[config.mk]
export PLATFORM = sky130hd
export DESIGN_NAME = rom_upload
export DESIGN_NICKNAME = d
export VERILOG_FILES = /design/src/rtl/rom_upload.sv
export SDC_FILE = /design/constraint.sdc
export NUM_CORES = 1
export LEC_CHECK = 0
export ABC_CLOCK_PERIOD_IN_PS = 2350
export CELL_PAD_IN_SITES_DETAIL_PLACEMENT = 1
export CELL_PAD_IN_SITES_GLOBAL_PLACEMENT = 1
export CORE_MARGIN = 1
export CORE_UTILIZATION = 32
export DETAILED_ROUTE_END_ITERATION = 8
export PLACE_DENSITY = 0.83
export SLEW_MARGIN = 20
export SYNTH_ARGS = -nofsm -noshare
export SYNTH_HDL_FRONTEND = slang
export SYNTH_SLANG_ARGS = --single-unit
export TNS_END_PERCENT = 50
[constraint.sdc]
create_clock -name clk_sys -period 2.35 [get_ports clk_sys]
set_clock_uncertainty 0.05 [all_clocks]
set_input_delay 0.47 -clock clk_sys [delete_from_list [all_inputs] [get_ports clk_sys]]
set_output_delay 0.47 -clock clk_sys [all_outputs]
set_load 0.05 [all_outputs]
[src/rtl/rom_upload.sv]
// Serves HPS ioctl upload reads by fetching OS/BASIC/AMSDOS ROM bytes back out of
// SDRAM through the ce_ref-slotted port, using the same page/row/bank map as the loader.
module rom_upload #(
    parameter logic [7:0] INDEX    = 8'd0,
    parameter int         RD_SLOTS = 1
) (
    input  logic        clk_sys,
    input  logic        reset_n,
    input  logic        ce_ref,
    input  logic        ioctl_upload,
    input  logic [7:0]  ioctl_index,
    input  logic        ioctl_rd,
    input  logic [24:0] ioctl_addr,
    output logic [7:0]  ioctl_din,
    output logic        ioctl_wait,
    output logic        mem_rd,
    output logic [22:0] mem_a,
    output logic [1:0]  mem_bank,
    input  logic [7:0]  mem_dout,
    output logic        busy,
    output logic [7:0]  checksum
);

    localparam logic [1:0] ST_IDLE = 2'd0;
    localparam logic [1:0] ST_SLOT = 2'd1;
    localparam logic [1:0] ST_READ = 2'd2;

    localparam logic [1:0] RD_LAST = 2'(RD_SLOTS - 1);

    logic [1:0]  state_q, state_d;
    logic        sel_q, sel_d;
    logic [1:0]  slot_cnt_q, slot_cnt_d;
    logic [7:0]  din_q, din_d;
    logic        wait_q, wait_d;
    logic        mem_rd_q, mem_rd_d;
    logic [22:0] mem_a_q, mem_a_d;
    logic [1:0]  bank_q, bank_d;
    logic        busy_q, busy_d;
    logic [7:0]  checksum_q, checksum_d;

    logic        sel;
    logic        in_map;
    logic [8:0]  map_row;
    logic [1:0]  map_bank;
    logic [10:0] page;

    assign sel  = ioctl_upload && (ioctl_index == INDEX);
    assign page = ioctl_addr[24:14];

    // Pages 3..5 mirror the row layout of pages 0..2 in bank 1; the low 14 bits never carry into the row.
    always_comb begin
        in_map   = 1'b1;
        map_row  = 9'h000;
        map_bank = (page >= 11'd3) ? 2'd1 : 2'd0;
        case (page)
            11'd0, 11'd3: map_row = 9'h000;
            11'd1, 11'd4: map_row = 9'h100;
            11'd2, 11'd5: map_row = 9'h107;
            default:      in_map  = 1'b0;
        endcase
    end

    always_comb begin
        state_d    = state_q;
        sel_d      = sel;
        slot_cnt_d = slot_cnt_q;
        din_d      = din_q;
        wait_d     = wait_q;
        mem_rd_d   = mem_rd_q;
        mem_a_d    = mem_a_q;
        bank_d     = bank_q;
        checksum_d = checksum_q;

        if (sel && !sel_q) begin
            checksum_d = 8'h00;
        end

        case (state_q)
            ST_IDLE: begin
                if (ioctl_rd && sel) begin
                    if (in_map) begin
                        mem_a_d = {map_row, ioctl_addr[13:0]};
                        bank_d  = map_bank;
                        wait_d  = 1'b1;
                        state_d = ST_SLOT;
                    end else begin
                        din_d      = 8'hFF;
                        checksum_d = checksum_d ^ 8'hFF;
                    end
                end
            end
            ST_SLOT: begin
                if (!sel) begin
                    mem_rd_d = 1'b0;
                    wait_d   = 1'b0;
                    state_d  = ST_IDLE;
                end else if (ce_ref) begin
                    mem_rd_d   = 1'b1;
                    slot_cnt_d = 2'd0;
                    state_d    = ST_READ;
                end
            end
            ST_READ: begin
                if (!sel) begin
                    mem_rd_d = 1'b0;
                    wait_d   = 1'b0;
                    state_d  = ST_IDLE;
                end else if (ce_ref) begin
                    if (slot_cnt_q == RD_LAST) begin
                        din_d      = mem_dout;
                        checksum_d = checksum_d ^ mem_dout;
                        mem_rd_d   = 1'b0;
                        wait_d     = 1'b0;
                        state_d    = ST_IDLE;
                    end else begin
                        slot_cnt_d = slot_cnt_q + 2'd1;
                    end
                end
            end
            default: begin
                mem_rd_d = 1'b0;
                wait_d   = 1'b0;
                state_d  = ST_IDLE;
            end
        endcase

        busy_d = (state_d != ST_IDLE);
    end

    always_ff @(posedge clk_sys or negedge reset_n) begin
        if (!reset_n) begin
            state_q    <= ST_IDLE;
            sel_q      <= 1'b0;
            slot_cnt_q <= 2'd0;
            din_q      <= 8'hFF;
            wait_q     <= 1'b0;
            mem_rd_q   <= 1'b0;
            mem_a_q    <= 23'd0;
            bank_q     <= 2'd0;
            busy_q     <= 1'b0;
            checksum_q <= 8'h00;
        end else begin
            state_q    <= state_d;
            sel_q      <= sel_d;
            slot_cnt_q <= slot_cnt_d;
            din_q      <= din_d;
            wait_q     <= wait_d;
            mem_rd_q   <= mem_rd_d;
            mem_a_q    <= mem_a_d;
            bank_q     <= bank_d;
            busy_q     <= busy_d;
            checksum_q <= checksum_d;
        end
    end

    assign ioctl_din  = din_q;
    assign ioctl_wait = wait_q;
    assign mem_rd     = mem_rd_q;
    assign mem_a      = mem_a_q;
    assign mem_bank   = bank_q;
    assign busy       = busy_q;
    assign checksum   = checksum_q;

endmodule

==> out/results.tsv, run 1 <==
metric	value	unit
p_leak	1.48	nW
insertion_delay	0.30	ns
cts_htree_levels	2	
drv_cap	0	
reg2reg_to	mem_a[4]$_DFFE_PN0P_	
wl_per_cell	18.2	µm
peakVddDrop	274	µV
ys_top_cells_by_area	dfrtp_1, dfstp_2, mux2_2	
synth-async-reset-ratio	1.00	
cp-endpoint	mem_a[4]$_DFFE_PN0P_	
core_area	6460	µm²
gp_congestion	0.737	
cts_hold_buf	0	
synthCells	205	
setup_violations	0	
rsz0062_at_grt	false	
grt-ovfl-total	0	
final_cell_mix	clkdlybuf4s50_1, dfrtp_1, buf_4	
rows	29	
antenna_found_initial	0	
drt_iter0_drc	117	
fillCellCount	743	
cp-end-kind	flop	
grt_use_total	0.198	
grt_pass1_vias	2112	
drt_pre_antenna_iters	6	
crit_arrival	2.45	ns
yosys_warnings	0	
drc_errors	8	
diodes	0	
nets	351	
fin_crit_sh	0.985	
dpl_worst_slack	-0.491	ns
via_per_inst	5.16	
slew_viol_final	0	
status	finished, violations left	
seqCellArea	1040	µm²
postLayoutCellArea	3330	µm²
cts_buffers	5	
failed_checks	DRC	
dpl.cell_count	372	
cp_max_fo	8	
die_x	84.5	µm
crit_path_start	ioctl_addr[17]	
min_period	2.31	ns
relSlewSlack	0.456	
utilization	0.516	
clk_pin_slew_worst_paths	0.09	ns
cts_max_path_buffers	2	
numClockSinks	41	
layoutNonFillerInstCount	382	
r2r-start	state_q[0]$_DFF_PN0_	
syn_area	2180	µm²
cts_root_buffer	clkbuf_8	
dp_hpwl	5070	µm
grt_max_degree	36	
multi_input_area	1020	µm²
fmax	0.432	GHz
hold_viol	0	
initial_utilization	0.337	
layout_commonest_cell	clkdlybuf4s50_1	
synth_flop_cell	dfrtp_1	
p_per_area	426	nW/µm²
yosysTopAreaCell	dfrtp_1	
drive_gt1_frac	0.233	
vias	1972	
pin_count	90	
syn2layout_area_growth	53.0	%
drt-total-wl	6950	µm
cts_tree	yes	
drt.antenna.violating_nets	0	
grt_pass1_wl	11000	µm
dieArea	7140	µm²
critPathRequiredTime	2.48	ns
critPathLaunchType	input port	
synthDominantCellAreaShare	0.379	
reg2regPathDepth	6	
max_slew.worst_pin.slew	0.816	ns
io_buffer_count	83	
place_area	3180	µm²
die-height	84.5	µm
ys_ff_latch	41	
synth_edf_count	0	
synth_cell_type_count	49	
synth.avg_cell_area	10.6	µm²
yosysSeqAreaShare	0.476	
setup_ws	0.0360	ns
worstSetupPathType	input port to flop	
hp-class	input port to asynchronous set/reset pin	
reg2reg_slack	0.26	ns
[flip-flops by register name, indices dropped and copies added, names as in the netlist]
name        cells
mem_rd          1
busy            1
mem_a          16
slot_cnt_q      2
ioctl_din       8
ioctl_wait      1
mem_bank        1
sel_q           1
checksum        8
state_q         2
[layout make-up]
cell class                      instances  share of cell area
Clock buffer                            6              0.0248
Sequential cell                        41               0.311
Tap cell                               77              0.0289
Clock inverter                          2             0.00413
Inverter                               14              0.0158
Multi-Input combinational cell        135               0.308
Timing Repair Buffer                  107               0.308
[through the flow]
stage	setup TNS, ns	total power [mW]	hold slack, ns
global route	0	1.48	0.265
detailed placement	-13.49	0.934	0.406
finish	0	1.42	0.203
global placement	-11.83	0.928	0.404
CTS	0	1.44	0.227
floorplan	-1.05	0.813	0.124
[cell families after synthesis]
family	after synthesis	synth area share
AND/OR/NAND/NOR	63	0.154
flip-flops	41	0.476
AO/OA/AOI/OAI	39	0.147
buffers and inverters	34	0.0782
multiplexers	24	0.129
XOR/XNOR	2	0.00805
adder cells (fa/ha/maj)	1	0.00575
other	1	0.00172
[timing repair]
action / in CTS / in global routing
endpoints found under the setup margin: 27 / 20
gates cloned: 1 / 0
pin swaps: 4 / 3
setup buffers: 1 / 0
resized for setup: 25 / 5
endpoints found under the hold margin: 0 / 0
[synth_stat cells, types with 3 or more instances]
library cell and n:
dfstp_2 8, nand4_1 10, dfrtp_1 33, mux2_2 9
nand3_1 5, nor2_1 19, mux2_4 6, clkbuf_1 9
and2_1 4, mux2i_1 9, inv_1 13, a211o_1 10
buf_4 8, a21oi_1 3, nand2_1 13
[report_power, final]
part,leakage [nW],total (mW),internal [mW],switching [mW]
Sequential,0.528,0.720,0.713,0.00760
Clock,0.0512,0.501,0.238,0.263
Combinational,0.897,0.198,0.0942,0.103
[worst min-delay path by stage]
| stage | end | slack, ns |
|---|---|---|
| 2_1_floorplan | busy$_DFF_PN0_ | 0.12 |
| 3_3_place_gp | ioctl_din[3]$_DFFE_PN1P_ | 0.40 |
| 3_5_place_dp | ioctl_din[7]$_DFFE_PN1P_ | 0.41 |
| 4_1_cts | mem_a[10]$_DFFE_PN0P_ | 0.23 |
| 5_1_grt | mem_a[10]$_DFFE_PN0P_ | 0.26 |
| 6_report | mem_a[10]$_DFFE_PN0P_ | 0.20 |
[worst max-delay path: stages]
cell             delay [ns]
clkdlybuf4s15_1        0.16
or4_4                  0.52
or4_4                  0.56
nor3_4                 0.13
buf_6                  0.15
buf_12                 0.14
mux2_4                 0.31
[per-layer routing]
metal	vias up	GRT usage	share of wire
met5	-	0	0
met4	0	0.0740	0.023
met3	13	0.0344	0.031
met2	42	0.355	0.53
met1	993	0.238	0.41
li1	924	-	-
Power figures use the tool's default switching activity.
==> inputs of run 2 (changes only) <==
ABC_CLOCK_PERIOD_IN_PS = 2400   (was 2350)
CTS_CLUSTER_DIAMETER = 150   (was not set)
clock period = 2.4 ns   (was 2.35 ns; I/O delays follow)
==> out/results.tsv, run 2 (synthesized netlist as in run 1, its figures left out) <==
metric	value	unit	change
die_x	84.5	µm	unchanged
diodes	0		unchanged
grt_pass1_wl	11200	µm	was 11000 µm
io_buffer_count	83		unchanged
die-height	84.5	µm	unchanged
p_leak	1.47	nW	was 1.48 nW
min_period	2.34	ns	
pin_count	90		unchanged
vias	1985		was 1972
syn2layout_area_growth	52.1	%	was 53.0%
gp_congestion	0.737		about the same
numClockSinks	41		unchanged
p_comb_frac	0.143		was 0.139
clock_power_share	0.338		was 0.353
cts_buffers	5		unchanged
drt_iter0_drc	160		was 117
via_per_inst	5.20		was 5.16
layout_commonest_cell	clkdlybuf4s50_1		unchanged
drv_cap	0		unchanged
largest_reg_flops	16		unchanged
postLayoutCellArea	3310	µm²	was 3330 µm²
dieArea	7140	µm²	unchanged
r2r-start	state_q[0]$_DFF_PN0_		unchanged
drt_pre_antenna_iters	6		unchanged
relSlewSlack	0.457		was 0.456
cp-end-kind	flop		unchanged
setup_ws	0.0586	ns	was 0.0360 ns
p_sw_frac	0.271		was 0.263
rows	29		unchanged
fmax	0.427	GHz	
failed_checks	DRC		unchanged
cts_tree	yes		unchanged
hp-class	input port to asynchronous set/reset pin		unchanged
hold_viol	0		unchanged
p_int	991	µW	was 1.05 mW
whs	0.213	ns	was 0.203 ns
grt_use_total	0.200		was 0.198
dpl_worst_slack	-0.421	ns	was -0.491 ns
drt-total-wl	6960	µm	was 6950 µm
core_area	6460	µm²	unchanged
drc_errors	8		unchanged
grt_max_degree	36		unchanged
reg2reg_to	mem_a[11]$_DFFE_PN0P_		was mem_a[4]$_DFFE_PN0P_
crit_arrival	2.48	ns	was 2.45 ns
place_area	3180	µm²	unchanged
grt-ovfl-total	0		unchanged
drive_gt1_frac	0.243		was 0.233
cts_htree_levels	2		unchanged
slew_viol_final	0		unchanged
antenna_found_initial	0		unchanged
fin_crit_sh	0.976		
layoutNonFillerInstCount	382		unchanged
reg2regPathDepth	5		was 6
cp_max_fo	8		unchanged
drt.antenna.violating_nets	0		unchanged
seq_power_share	0.519		was 0.508
fillCellCount	715		was 743
grt_pass1_vias	2131		was 2112
critPathRequiredTime	2.54	ns	was 2.48 ns
switchingPower	369	µW	was 374 µW
critPathLaunchType	input port		unchanged
initial_utilization	0.337		unchanged
peakVddDrop	343	µV	was 274 µV
worstSetupPathType	input port to flop		unchanged
reg2reg_slack	0.24	ns	was 0.26 ns
dp_hpwl	5010	µm	was 5070 µm
nets	351		unchanged
max_slew.worst_pin.slew	0.815	ns	was 0.816 ns
setup_violations	0		unchanged
rsz0062_at_grt	false		unchanged
cts_root_buffer	clkbuf_8		unchanged
status	finished, violations left		unchanged
wl_per_cell	18.2	µm	about the same
cts_max_path_buffers	2		unchanged
insertion_delay	0.30	ns	about the same
dpl.cell_count	372		unchanged
final_cell_mix	clkdlybuf4s50_1, dfrtp_1, buf_4		unchanged
clk_pin_slew_worst_paths	0.08	ns	was 0.09 ns
p_per_area	410	nW/µm²	was 426 nW/µm²
run 2: cell types whose count changed in the layout (fill, tap and decap cells not counted), sizes merged:
| cell | delta |
|---|---|
| clkbuf | +2 |
| buf | -1 |
| clkdlybuf4s15 | -1 |
| clkinvlp | +1 |
| dlygate4sd2 | -1 |
run 2: worst max-delay path by stage:
stage                   start                    end  slack (ns)  depth (start not counted)
4_1_cts        ioctl_addr[19]   mem_a[1]$_DFFE_PN0P_       0.004                          6
3_5_place_dp   ioctl_addr[18]   mem_a[1]$_DFFE_PN0P_       -0.42                          6
3_3_place_gp   ioctl_addr[18]   mem_a[0]$_DFFE_PN0P_       -0.40                          6
5_1_grt        ioctl_addr[17]  mem_a[11]$_DFFE_PN0P_        0.02                          6
6_report       ioctl_addr[17]  mem_a[11]$_DFFE_PN0P_        0.06                          6
2_1_floorplan  ioctl_addr[18]  mem_a[10]$_DFFE_PN0P_        -0.1                          5
run 2: stage by stage:
step | setup TNS, ns | util | total power [mW]
floorplan | -0.576 | - | 0.796
global placement | -10.29 | 0.492 | 0.909
detailed placement | -11.90 | 0.492 | 0.915
CTS | 0 | 0.514 | 1.37
global route | 0 | 0.513 | 1.41
finish | 0 | 0.513 | 1.36
run 2: power by group through the flow:
stage	registers [mW]	clock network (mW)	logic [mW]
final	0.705	0.460	0.194
after floorplan	0.741	0	0.0553
after global placement	0.717	0	0.191
after global routing	0.707	0.493	0.207
after detailed placement	0.719	0	0.197
after CTS	0.705	0.472	0.194
run 2: layout make-up:
cell class	instances	area, µm²	share of cell area
flip-flops and latches	41	1040	0.313
multi-input cells	135	1030	0.311
repair buffers	107	1010	0.305
well taps	77	96.3	0.0291
clock buffers	5	68.8	0.0208
inverters	14	52.6	0.0159
clock inverters	3	17.5	0.00529
run 2: routing by layer:
metal | wire, µm | global-route usage | vias to the layer above | part of all wire
met5 | 0 | 0 | - | 0
met4 | 85 | 0.0601 | 0 | 0.012
met3 | 211 | 0.0285 | 9 | 0.030
met2 | 3740 | 0.365 | 44 | 0.54
met1 | 2930 | 0.244 | 1011 | 0.42
li1 | - | - | 921 | -
run 2: worst max-delay path, stage by stage:
cell and delay (ns):
clkbuf_2 0.08, or4_4 0.54, or4_4 0.55, nor3_4 0.28
clkbuf_16 0.22, mux2_4 0.32
run 2: repair_timing:
action | CTS | global route
hold buffers | 0 | 0
pin swaps | 4 | 3
setup buffers | 1 | 0
gates resized for setup | 24 | 9
endpoints found under the hold margin | 0 | 0
cloned | 1 | 0
endpoints found under the setup margin | 25 | 22
==> inputs of run 3 (changes only) <==
CORE_UTILIZATION = 33   (was 32)
CTS_BUF_LIST = sky130_fd_sc_hd__clkbuf_8   (was not set)
PLACE_DENSITY = 0.85   (was 0.83)
==> out/results.tsv, run 3 (synthesized netlist as in run 1, its figures left out) <==
metric	value	unit	change
status	complete, no violations		was finished, violations left
core_area	6350	µm²	was 6460 µm²
cp_max_fo	7		was 8
p_leak	1.49	nW	was 1.47 nW
drv_cap	0		unchanged
grt-ovfl-total	0		unchanged
worstSetupPathType	input port to flop		unchanged
critPathLaunchType	input port		unchanged
finalPower	1.46	mW	was 1.36 mW
cts_htree_levels	2		unchanged
final_cell_mix	clkdlybuf4s50_1, dfrtp_1, buf_4		unchanged
via_per_inst	5.44		was 5.20
drt_iter0_drc	130		was 160
hold_viol	0		unchanged
rows	29		unchanged
dieArea	6930	µm²	was 7140 µm²
nets	354		was 351
max_slew.worst_pin.slew	0.814	ns	was 0.815 ns
die_x	83.2	µm	was 84.5 µm
grt_use_total	0.223		was 0.200
pin_count	90		unchanged
clk_pin_slew_worst_paths	0.10	ns	was 0.08 ns
peakVddDrop	374	µV	was 343 µV
cts_root_buffer	clkbuf_8		unchanged
grt_max_degree	36		unchanged
critPathRequiredTime	2.52	ns	was 2.54 ns
crit_path_cell_trace	dlygate4sd2_1, or4_4, buf_4, buf_4, o31a_2, o2111a_1, a211oi_1		was clkbuf_2, or4_4, or4_4, nor3_4, clkbuf_16, mux2_4
crit_arrival	2.50	ns	was 2.48 ns
gp_congestion	0.716		was 0.737
wl_per_cell	19.7	µm	was 18.2 µm
cpMostUsedCell	buf_4		was or4_4
cp-end-kind	flop		unchanged
initial_utilization	0.343		was 0.337
grt_pass1_wl	12200	µm	was 11200 µm
cts_hold_buf	0		unchanged
min_period	2.39	ns	was 2.34 ns
insertion_delay	0.30	ns	about the same
dp_hpwl	4910	µm	was 5010 µm
syn2layout_area_growth	53.9	%	was 52.1%
setup_violations	0		unchanged
cts_tree	yes		unchanged
drt.antenna.violating_nets	0		unchanged
vias	2093		was 1985
drt_pre_antenna_iters	4		was 6
drc_errors	0		was 8
cts_buffers	5		unchanged
fillCellCount	704		was 715
layout_commonest_cell	clkdlybuf4s50_1		unchanged
numClockSinks	41		unchanged
diodes	0		unchanged
p_per_area	435	nW/µm²	was 410 nW/µm²
cts_max_path_buffers	2		unchanged
slew_viol_final	0		unchanged
drive_gt1_frac	0.234		was 0.243
largest_reg_flops	16		unchanged
rsz0062_at_grt	true		was false
whs	0.207	ns	was 0.213 ns
slowest_delay	0.51	ns	was 0.55 ns
relSlewSlack	0.457		about the same
grt_pass1_vias	2257		was 2131
antenna_found_initial	0		unchanged
slowest_stage	or4_4		unchanged
reg2regPathDepth	6		was 5
io_buffer_count	83		unchanged
fmax	0.419	GHz	was 0.427 GHz
fin_crit_sh	0.995		was 0.976
die-height	83.2	µm	was 84.5 µm
hp-class	input port to asynchronous set/reset pin		unchanged
drt-total-wl	7590	µm	was 6960 µm
reg2reg_slack	0.27	ns	was 0.24 ns
==> run 3: final cells by class <==
class                           count  area, µm²  share of cell area
Tap cell                           77       96.3              0.0288
Multi-Input combinational cell    135       1020               0.303
Clock inverter                      3       37.5              0.0112
Timing Repair Buffer              110       1040               0.311
Inverter                           14       52.6              0.0157
Clock buffer                        5       68.8              0.0205
Sequential cell                    41       1040               0.309
==> run 3: layer usage <==
layer | routed length, µm | track usage | vias up
met5 | 0 | 0 | -
met4 | 204 | 0.0690 | 0
met3 | 296 | 0.0338 | 22
met2 | 3920 | 0.391 | 79
met1 | 3170 | 0.281 | 1064
li1 | - | - | 928
==> run 3: critical path: cells and delay by family <==
kind | cells | cell delay (ns)
simple gates | 1 | 0.51
buf+inv | 3 | 0.52
compound gates | 3 | 0.99
==> run 3: final timing paths <==
path                                          startpoint                  endpoint
worst min-delay path                             reset_n     mem_a[12]$_DFFE_PN0P_
worst max-delay path                      ioctl_addr[17]     checksum[3]$_DFF_PN0_
worst min register to register  ioctl_din[0]$_DFFE_PN1P_  ioctl_din[0]$_DFFE_PN1P_
max in group asynchronous                        reset_n  ioctl_din[7]$_DFFE_PN1P_
min in group clk_sys            ioctl_din[0]$_DFFE_PN1P_  ioctl_din[0]$_DFFE_PN1P_
worst max register to register      state_q[0]$_DFF_PN0_      mem_a[5]$_DFFE_PN0P_
==> run 3: stage by stage <==
step           TNS, ns  area, µm²  instances   util  worst slack (ns)
3_3_place_gp    -10.14       3170        371  0.499            -0.403
5_1_grt        -0.0596       3350        385  0.527           -0.0406
6_report             0       3350        385  0.527            0.0111
4_1_cts              0       3390        386  0.533           0.00457
2_1_floorplan   -0.576       2200        210      -           -0.0959
3_5_place_dp    -12.03       3170        371  0.499            -0.446
==> run 3: timing repair <==
item | CTS | global route
pin swaps | 4 | 3
setup buffers | 5 | 1
resized for setup | 25 | 2
gates cloned | 2 | 0
endpoints found under the setup margin | 26 | 10
hold endpoints to repair | 0 | 0
==> run 3: where the power goes <==
group / leakage, nW / switching [mW] / total, mW / internal, mW
Sequential: 0.528 / 0.00728 / 0.705 / 0.698
Clock: 0.0570 / 0.252 / 0.555 / 0.304
Combinational: 0.906 / 0.105 / 0.197 / 0.0925
Total: 1.49 / 0.364 / 1.46 / 1.09
